File: src/rtl/hdc_pkg.sv
// hdc_pkg: types and defaults shared across the HDC accelerator's stream blocks.
//   AXIS_DATA_W / AXIS_STRB_W : width of the result stream data and its byte strobes.
//   axis_entry_t              : one buffered stream beat, {last, strb, data}.
//   DST_FIFO_DEPTH            : default depth of the output-side stream buffer.
package hdc_pkg;

  localparam int AXIS_DATA_W    = 64;
  localparam int AXIS_STRB_W    = 8;
  localparam int DST_FIFO_DEPTH = 32;

  typedef struct packed {
    logic                   last;
    logic [AXIS_STRB_W-1:0] strb;
    logic [AXIS_DATA_W-1:0] data;
  } axis_entry_t;

endpackage

File: src/rtl/fifo_mem.sv
// fifo_mem: storage array for axis_dst_fifo.
//   clk   : write clock.
//   we    : write enable; wdata is stored at waddr on the rising edge.
//   raddr : read address; rdata follows it combinationally so the FIFO head
//           can be presented first-word-fall-through.
// Contents are deliberately not reset.
module fifo_mem
  import hdc_pkg::*;
#(
  parameter int WIDTH = AXIS_DATA_W + AXIS_STRB_W + 1,
  parameter int DEPTH = DST_FIFO_DEPTH
) (
  input  logic                     clk,
  input  logic                     we,
  input  logic [$clog2(DEPTH)-1:0] waddr,
  input  logic [WIDTH-1:0]         wdata,
  input  logic [$clog2(DEPTH)-1:0] raddr,
  output logic [WIDTH-1:0]         rdata
);

  logic [WIDTH-1:0] mem [DEPTH];

  always_ff @(posedge clk) begin
    if (we) begin
      mem[waddr] <= wdata;
    end
  end

  assign rdata = mem[raddr];

endmodule

File: src/rtl/axis_dst_fifo.sv
// axis_dst_fifo: AXI4-Stream buffer between the accelerator result port and
// the DMA S2MM channel, with optional store-and-forward on TLAST.
//   AXIS_ACLK / AXIS_ARESETN : stream clock, asynchronous active-low reset.
//   flush                    : synchronous clear of contents and counters.
//   S_AXIS_*                 : upstream (accelerator) slave stream.
//   M_AXIS_*                 : downstream (DMA) master stream, head is FWFT.
//   level                    : stored words, 0..DEPTH.
//   pkt_cnt                  : TLAST words currently stored.
//   pkt_ovf                  : sticky, a full buffer with no complete packet
//                              was force-released in packet mode.
module axis_dst_fifo
  import hdc_pkg::*;
#(
  parameter int DATA_W   = AXIS_DATA_W,
  parameter int DEPTH    = DST_FIFO_DEPTH,
  parameter int PKT_MODE = 0
) (
  input  logic                     AXIS_ACLK,
  input  logic                     AXIS_ARESETN,
  input  logic                     flush,
  input  logic                     S_AXIS_TVALID,
  input  logic [DATA_W-1:0]        S_AXIS_TDATA,
  input  logic [DATA_W/8-1:0]      S_AXIS_TSTRB,
  input  logic                     S_AXIS_TLAST,
  output logic                     S_AXIS_TREADY,
  output logic                     M_AXIS_TVALID,
  output logic [DATA_W-1:0]        M_AXIS_TDATA,
  output logic [DATA_W/8-1:0]      M_AXIS_TSTRB,
  output logic                     M_AXIS_TLAST,
  input  logic                     M_AXIS_TREADY,
  output logic [$clog2(DEPTH):0]   level,
  output logic [$clog2(DEPTH):0]   pkt_cnt,
  output logic                     pkt_ovf
);

  localparam int STRB_W = DATA_W / 8;
  localparam int AW     = $clog2(DEPTH);
  localparam int CW     = AW + 1;
  localparam int EW     = DATA_W + STRB_W + 1;

  logic [AW-1:0] wr_ptr_reg, wr_ptr_next;
  logic [AW-1:0] rd_ptr_reg, rd_ptr_next;
  logic [CW-1:0] level_reg, level_next;
  logic [CW-1:0] pkt_cnt_reg, pkt_cnt_next;
  logic          release_reg, release_next;
  logic          pkt_ovf_reg, pkt_ovf_next;
  logic          ready_en_reg;

  logic          full, empty, force_rel, push, pop, push_last, pop_last;
  logic [EW-1:0] head_entry;

  assign full  = (level_reg == CW'(DEPTH));
  assign empty = (level_reg == '0);

  // Full with no complete packet inside can never drain in packet mode, so
  // the buffer is released as-is.
  assign force_rel = (PKT_MODE != 0) & full & (pkt_cnt_reg == '0);

  // ready_en_reg keeps TREADY low while reset is held and through the edge
  // of release; the rest depends only on registered level, so there is no
  // combinational path from M_AXIS_TREADY.
  assign S_AXIS_TREADY = ready_en_reg & ~full & ~flush;

  generate
    if (PKT_MODE != 0) begin : g_pkt_valid
      assign M_AXIS_TVALID = ~empty & ((pkt_cnt_reg != '0) | release_reg | force_rel);
    end else begin : g_ct_valid
      assign M_AXIS_TVALID = ~empty;
    end
  endgenerate

  assign push      = S_AXIS_TVALID & S_AXIS_TREADY;
  assign pop       = M_AXIS_TVALID & M_AXIS_TREADY;
  assign push_last = push & S_AXIS_TLAST;
  assign pop_last  = pop & M_AXIS_TLAST;

  fifo_mem #(
    .WIDTH (EW),
    .DEPTH (DEPTH)
  ) u_mem (
    .clk   (AXIS_ACLK),
    .we    (push),
    .waddr (wr_ptr_reg),
    .wdata ({S_AXIS_TLAST, S_AXIS_TSTRB, S_AXIS_TDATA}),
    .raddr (rd_ptr_reg),
    .rdata (head_entry)
  );

  assign M_AXIS_TDATA = head_entry[DATA_W-1:0];
  assign M_AXIS_TSTRB = head_entry[DATA_W +: STRB_W];
  assign M_AXIS_TLAST = head_entry[EW-1];

  always_comb begin
    wr_ptr_next  = wr_ptr_reg;
    rd_ptr_next  = rd_ptr_reg;
    level_next   = level_reg;
    pkt_cnt_next = pkt_cnt_reg;
    release_next = release_reg;
    pkt_ovf_next = pkt_ovf_reg;
    if (flush) begin
      wr_ptr_next  = '0;
      rd_ptr_next  = '0;
      level_next   = '0;
      pkt_cnt_next = '0;
      release_next = 1'b0;
      pkt_ovf_next = 1'b0;
    end else begin
      if (push) wr_ptr_next = wr_ptr_reg + AW'(1);
      if (pop)  rd_ptr_next = rd_ptr_reg + AW'(1);
      case ({push, pop})
        2'b10:   level_next = level_reg + CW'(1);
        2'b01:   level_next = level_reg - CW'(1);
        default: level_next = level_reg;
      endcase
      case ({push_last, pop_last})
        2'b10:   pkt_cnt_next = pkt_cnt_reg + CW'(1);
        2'b01:   pkt_cnt_next = pkt_cnt_reg - CW'(1);
        default: pkt_cnt_next = pkt_cnt_reg;
      endcase
      // force_rel implies no TLAST is stored, so it never coincides with pop_last.
      if (pop_last) begin
        release_next = 1'b0;
      end else if (force_rel) begin
        release_next = 1'b1;
      end
      pkt_ovf_next = pkt_ovf_reg | force_rel;
    end
  end

  always_ff @(posedge AXIS_ACLK or negedge AXIS_ARESETN) begin
    if (!AXIS_ARESETN) begin
      wr_ptr_reg   <= '0;
      rd_ptr_reg   <= '0;
      level_reg    <= '0;
      pkt_cnt_reg  <= '0;
      release_reg  <= 1'b0;
      pkt_ovf_reg  <= 1'b0;
      ready_en_reg <= 1'b0;
    end else begin
      wr_ptr_reg   <= wr_ptr_next;
      rd_ptr_reg   <= rd_ptr_next;
      level_reg    <= level_next;
      pkt_cnt_reg  <= pkt_cnt_next;
      release_reg  <= release_next;
      pkt_ovf_reg  <= pkt_ovf_next;
      ready_en_reg <= 1'b1;
    end
  end

  assign level   = level_reg;
  assign pkt_cnt = pkt_cnt_reg;
  assign pkt_ovf = pkt_ovf_reg;

endmodule

File: config.mk
export PLATFORM = sky130hd
export DESIGN_NAME = axis_dst_fifo
export DESIGN_NICKNAME = d
export VERILOG_FILES = /design/src/rtl/hdc_pkg.sv /design/src/rtl/fifo_mem.sv /design/src/rtl/axis_dst_fifo.sv
export SDC_FILE = /design/constraint.sdc
export NUM_CORES = 2
export LEC_CHECK = 0
export CORE_ASPECT_RATIO = 1.75
export CORE_MARGIN = 5
export CORE_UTILIZATION = 55
export CTS_BUF_LIST = sky130_fd_sc_hd__clkbuf_16
export CTS_CLUSTER_SIZE = 40
export DETAILED_ROUTE_END_ITERATION = 10
export PLACE_DENSITY_LB_ADDON = 0.2
export SLEW_MARGIN = 15
export SYNTH_ARGS = -nofsm -noshare
export SYNTH_HDL_FRONTEND = slang
export SYNTH_SLANG_ARGS = --single-unit
File: constraint.sdc
create_clock -name AXIS_ACLK -period 5.3 [get_ports AXIS_ACLK]
set_input_delay 1.06 -clock AXIS_ACLK [delete_from_list [all_inputs] [get_ports AXIS_ACLK]]
set_output_delay 1.06 -clock AXIS_ACLK [all_outputs]
set_load 0.03 [all_outputs]
# == Word level (Yosys, flattened, before mapping) ==
# Memories as Yosys holds them, arrays and structs flattened.
# Index checks and enable logic that the tools add are counted.
# op_classes
n_eq_ne,5
add_sub_neg,6
mul,0
n_lt_le_gt_ge,0
n_div,0
n_reduce_logical,5
n_shift,0
n_bitwise,9
mux,10
# ops
cell,n
case mux 6 bit (2 select lines),2
2-to-1 mux 5 bit,4
adder 6 x 1 -> 6 bit (second input constant),2
2-to-1 mux 6 bit,2
subtractor 6 x 1 -> 6 bit (second input constant),2
adder 5 x 1 -> 5 bit (second input constant),2
AND 1 bit,6
equality test 6 bit (second input constant),1
zero test 6 bit,1
nonzero test 3 bit,2
equality test 2 x 1 -> 1 bit (second input constant),2
equality test 2 bit (second input constant),2
nonzero test 2 bit,2
NOT 1 bit,3
2-to-1 mux 1 bit,2
# totals
elab_cells,41
n_memories,1
regBits,23
output_inout_bits,88
latch_bits,0
mem_bits_ro,0
input_bits,78
ram_bits,2336
# mem_list
name,depth,width,rd,rd_clocked_by_memory_dff,wr,line,text
u_mem.mem,32,73,1,0,1,fifo_mem.sv:21,logic [WIDTH-1:0] mem [DEPTH];

# == Depth between registers and ports, before layout ==
# depth
word_depth,9
mapped_depth,16
ltp_nobuf,13

# == Cells and area by module ==
# Synthesis repeated with hierarchy kept, for this count alone.
# unflattened
cells_unflattened,3598
area_unflattened_um2,90155.2
# by_module_without_submodules
module,n_inst,cells_per_inst,seq_area_each_um2,area_each_um2
fifo_mem,1,3456,70147.3,88656.3
axis_dst_fifo,1,142,575.6,1498.9

# == Worst setup path before layout ==
# OpenSTA, ideal clock, no wires.
# synth_path
path_type,input to register
from,input port flush
to,"memory u_mem.mem[15][0] (netlist bit), enable pin"
slack_ns,-0.357
n_path_buf,2
setup_ns,0.506
required_time_ns,4.794
stages,6
arrival_time_ns,5.151
cell_sequence,nand3b_1 > a31oi_1 > clkbuf_1 > nand2_1 > clkbuf_1 > nor2_1
# synth_between
elab_chain_cells,5
# synth_rtl
item,line,text
from (decl),axis_dst_fifo.sv:20,"input logic flush,"
NOT 1 bit,axis_dst_fifo.sv:62,assign S_AXIS_TREADY = ready_en_reg & ~full & ~flush;
AND 1 bit,axis_dst_fifo.sv:62,
AND 1 bit,axis_dst_fifo.sv:72,assign push = S_AXIS_TVALID & S_AXIS_TREADY;
2-to-1 mux 1 bit,fifo_mem.sv:24,if (we) begin
2-to-1 mux 1 bit (not written as such),fifo_mem.sv:25,mem[waddr] <= wdata;
to (decl),fifo_mem.sv:21,
# No other way between the ends.

# == Worst setup path after layout ==
# layout_path
from,register rd_ptr_reg[1]
to,output port M_AXIS_TDATA[16]
# layout_between
elab_chain_cells,1
# layout_rtl
item,line,text
from (decl),axis_dst_fifo.sv:42,"logic [AW-1:0] rd_ptr_reg, rd_ptr_next;"
from (signal assigned),axis_dst_fifo.sv:141,rd_ptr_reg <= rd_ptr_next;
memory (32 x 73 bit),-,
to (decl),axis_dst_fifo.sv:27,"output logic [DATA_W-1:0] M_AXIS_TDATA,"
# No other way between the ends.

==> run_results.csv <==
group,metric,value,unit
timing,final_hold_viol_count,0,
routing,firstDrtPassIters,5,
placement,place_inst,5868,
timing,worstMarginPinSlew,1110,ps
layout,fin_nets,3993,
power_and_ir_drop,peakVddDrop,318,uV
synth,synth.avg_cell_area,25.3,um2
power_and_ir_drop,pwr-share-seq,47.9,%
min_path,hold_class,"reg -> reg",
layout,layout-drive-gt1-share,31.7,%
die,dieWidth,316,um
power_and_ir_drop,clockPowerShare,33.8,%
synth,synthCells,3556,
timing,relSlewSlack,25.5,%
clock_tree,clk_latency,850,ps
clock_tree,cts_htree_levels,4,
critical_path,start_kind,"flip-flop",
power_and_ir_drop,p_int,32.9,mW
min_path,holdCritStartpoint,"pkt_cnt[4]",
die,fp.coreArea,0.163,mm2
routing,vias_per_cell,6.55,
routing,avgRoutedWirePerCell,34.7,um
routing,drtIter0Drc,5010,
layout,finalInstanceArea,0.102,mm2
die,die_area,0.172,mm2
routing,drc_errors,0,
synth,ys.flop_type,"edfxtp_1",
global_route,overflow,0,
synth,ys_ff_latch,2359,
die,row_count,196,
critical_path,crit_arrival,4050,ps
die,die_h,545,um
global_route,grt_usage,25.3,%
timing,setup_tns,0,ps
routing,vias,40900,
critical_path,cp_max_fo,41,
timing,fin_crit,5110,ps
placement,postPlaceCellArea,0.0958,mm2
layout,largest_reg_flops,2336,
routing,routed_wirelength,217,mm
timing,finalCritPeriodShare,96.5,%
routing,final_antenna_net_count,0,
min_path,whs_endpoint,"pkt_cnt[4]",
layout,areaGrowthSynthToFinish,13.6,%
layout,stdcell_count,6243,
job,max_cap_violations,0,
placement,port_buffers,164,
clock_tree,cts_root_buffer,"clkbuf_16",
critical_path,timing.rr.end,"pkt_cnt[5]",
clock_tree,cts_tree,"built",
die,io_pins,166,
outcome,outcome,"finished, final reports clean",
global_route,antenna_found_initial,21,
min_path,hold_depth,2,
critical_path,crit_path_end_kind,"output port",
clock_tree,clock-sinks,2359,
global_route,grt_start_max_net_pins,86,
synth,synth_cell_types,51,
global_route,grt_pass1_wl,310,mm
timing,drv_slew,0,
clock_tree,clk_pin_slew,70,ps
timing,whs,581,ps
synth,synth_fp_nets,3647,
power_and_ir_drop,leakage,31.1,nW
timing,rsz0062_at_grt,"no",
power_and_ir_drop,p_sw_share,23.8,%
synth,synth_area,0.0901,mm2
power_and_ir_drop,powerDensity,421,mW/mm2
clock_tree,cts_buffers,205,
synth,synth-warning-count,0,
placement,pre_cts_ws,828,ps
critical_path,ff2ff_setup_slack,1120,ps
critical_path,reg2reg_depth,14,
die,initial_core_util,55.3,%
placement,dpl.hpwl,110,mm
synth,async_reset_ff_share,0.975,%
global_route,grt_pass1_vias,42500,
critical_path,path_class,"reg -> out",
placement,place.gp.congestion,0.740,
clock_tree,post_cts_buffers,5,
timing,fmax,196,MHz
power_and_ir_drop,p_comb_share,18.2,%
clock_tree,ctsHoldBuffers,0,
critical_path,crit_required,4240,ps
power_and_ir_drop,p_switching,10.3,mW
timing,fin_skew,54.7,ps
critical_path,timing.rr.start,"rd_ptr_reg[1]",
timing,finalSetupViolCount,0,
synth,seq_area_frac_synth,78.5,%
synth,synth_edf_count,2336,
timing,setup_ws,187,ps
clock_tree,cts.path.max_buffers,4,
clock_tree,cts-resized-gates,0,
[metal layers]
metal,global-route usage (%),vias up,wire (um)
li1,-,16200,-
met1,34.7,22600,81900
met2,44.0,1747,115000
met3,3.55,345,14600
met4,5.83,12,5310
met5,0,-,93
[stage by stage]
stage                     total power [mW]  util (%)
after detailed placement              29.0      58.7
after global placement                29.0      58.7
final                                 43.1      62.8
after CTS                             43.5      62.7
after global routing                  44.7      62.7
after floorplan                       26.7         -
[worst max-delay path by stage]
stage	from	endpoint	depth (start not counted)
6_report	rd_ptr_reg[1]	M_AXIS_TDATA[16]	6
5_1_grt	rd_ptr_reg[0]	M_AXIS_TDATA[16]	7
4_1_cts	rd_ptr_reg[1]	M_AXIS_TDATA[16]	6
3_5_place_dp	rd_ptr_reg[0]	M_AXIS_TDATA[16]	6
3_3_place_gp	rd_ptr_reg[0]	M_AXIS_TDATA[16]	6
2_1_floorplan	flush	u_mem.mem[31][0]	6
[cells in the final DEF, fill, tap and decap left out, drive strengths merged, types with 3 or more instances in the layout]
cell type / Yosys / routed
dfrtp: 23 / 23
nand3b: 10 / 10
edfxtp: 2336 / 2336
o21ai: 7 / 7
mux2i: 15 / 15
nor2b: 4 / 4
mux2: 74 / 74
o31ai: 7 / 7
nor2: 53 / 53
nand2: 21 / 21
a21oi: 15 / 15
bufinv: 0 / 20
inv: 6 / 41
diode: 0 / 7
nor3: 4 / 4
clkinv: 0 / 93
nand4: 4 / 4
clkdlybuf4s50: 0 / 164
ha: 12 / 12
clkbuf: 56 / 208
xor2: 4 / 4
mux4: 722 / 722
or3: 5 / 5
buf: 130 / 161
clkinvlp: 0 / 7
xnor2: 8 / 8
a21o: 4 / 4
nand2b: 3 / 3
[cells in the mapped netlist (4+ instances only)]
cell / number / share of area [%]
a21o_1: 4 / 0.033
mux2i_1: 15 / 0.17
buf_4: 24 / 0.20
or3_1: 5 / 0.035
o31ai_1: 7 / 0.058
clkbuf_1: 56 / 0.23
o21ai_0: 5 / 0.028
nand4_1: 4 / 0.028
mux4_2: 722 / 18
nand2_1: 21 / 0.087
nand3b_1: 10 / 0.083
dfrtp_1: 23 / 0.64
edfxtp_1: 2336 / 78
xnor2_1: 8 / 0.078
buf_1: 9 / 0.037
xor2_1: 4 / 0.039
ha_1: 12 / 0.17
nor3_1: 4 / 0.022
mux2_2: 74 / 0.92
buf_2: 92 / 0.51
nor2b_1: 4 / 0.028
a21oi_1: 15 / 0.083
nor2_1: 53 / 0.22
inv_1: 6 / 0.025
buf_6: 5 / 0.062
[area by class of cell]
class | count | area (um2)
inverter | 6 | 30.0
multi-input combinational | 1005 | 18700
sequential | 2359 | 70700
fill | 10600 | 60700
timing repair buffer | 325 | 3670
tap | 2178 | 2730
antenna | 7 | 17.5
clock buffer | 208 | 5200
clock inverter | 155 | 1270
[power groups by stage]
stage          clock network (mW)  logic, mW  registers, mW
2_1_floorplan                   0       5.61           21.1
3_3_place_gp                    0       7.88           21.1
3_5_place_dp                    0       7.91           21.1
4_1_cts                      14.8       8.03           20.7
5_1_grt                      15.6       8.40           20.7
6_report                     14.6       7.86           20.7
[cell families (layout without fill, tap and decap cells)]
logic type      after synthesis  count (layout)  share of synthesized area, %
compound gates               51              51                         0.392
flops                      2359            2359                          78.5
xor+xnor                     12              12                         0.117
fa+ha+maj                    13              13                         0.189
mux                         811             811                          19.1
buf+inv                     192             694                          1.07
simple gates                116             116                         0.616
other cells                   2               9                       0.00833
[critical path: stages, from the launching register on]
cell             delay (ps)
dfrtp_4                 690
buf_12                  340
buf_12                  300
mux4_2                  350
mux4_2                  500
mux2_2                  370
clkdlybuf4s50_1         630
(Power assumes the default switching activity.)
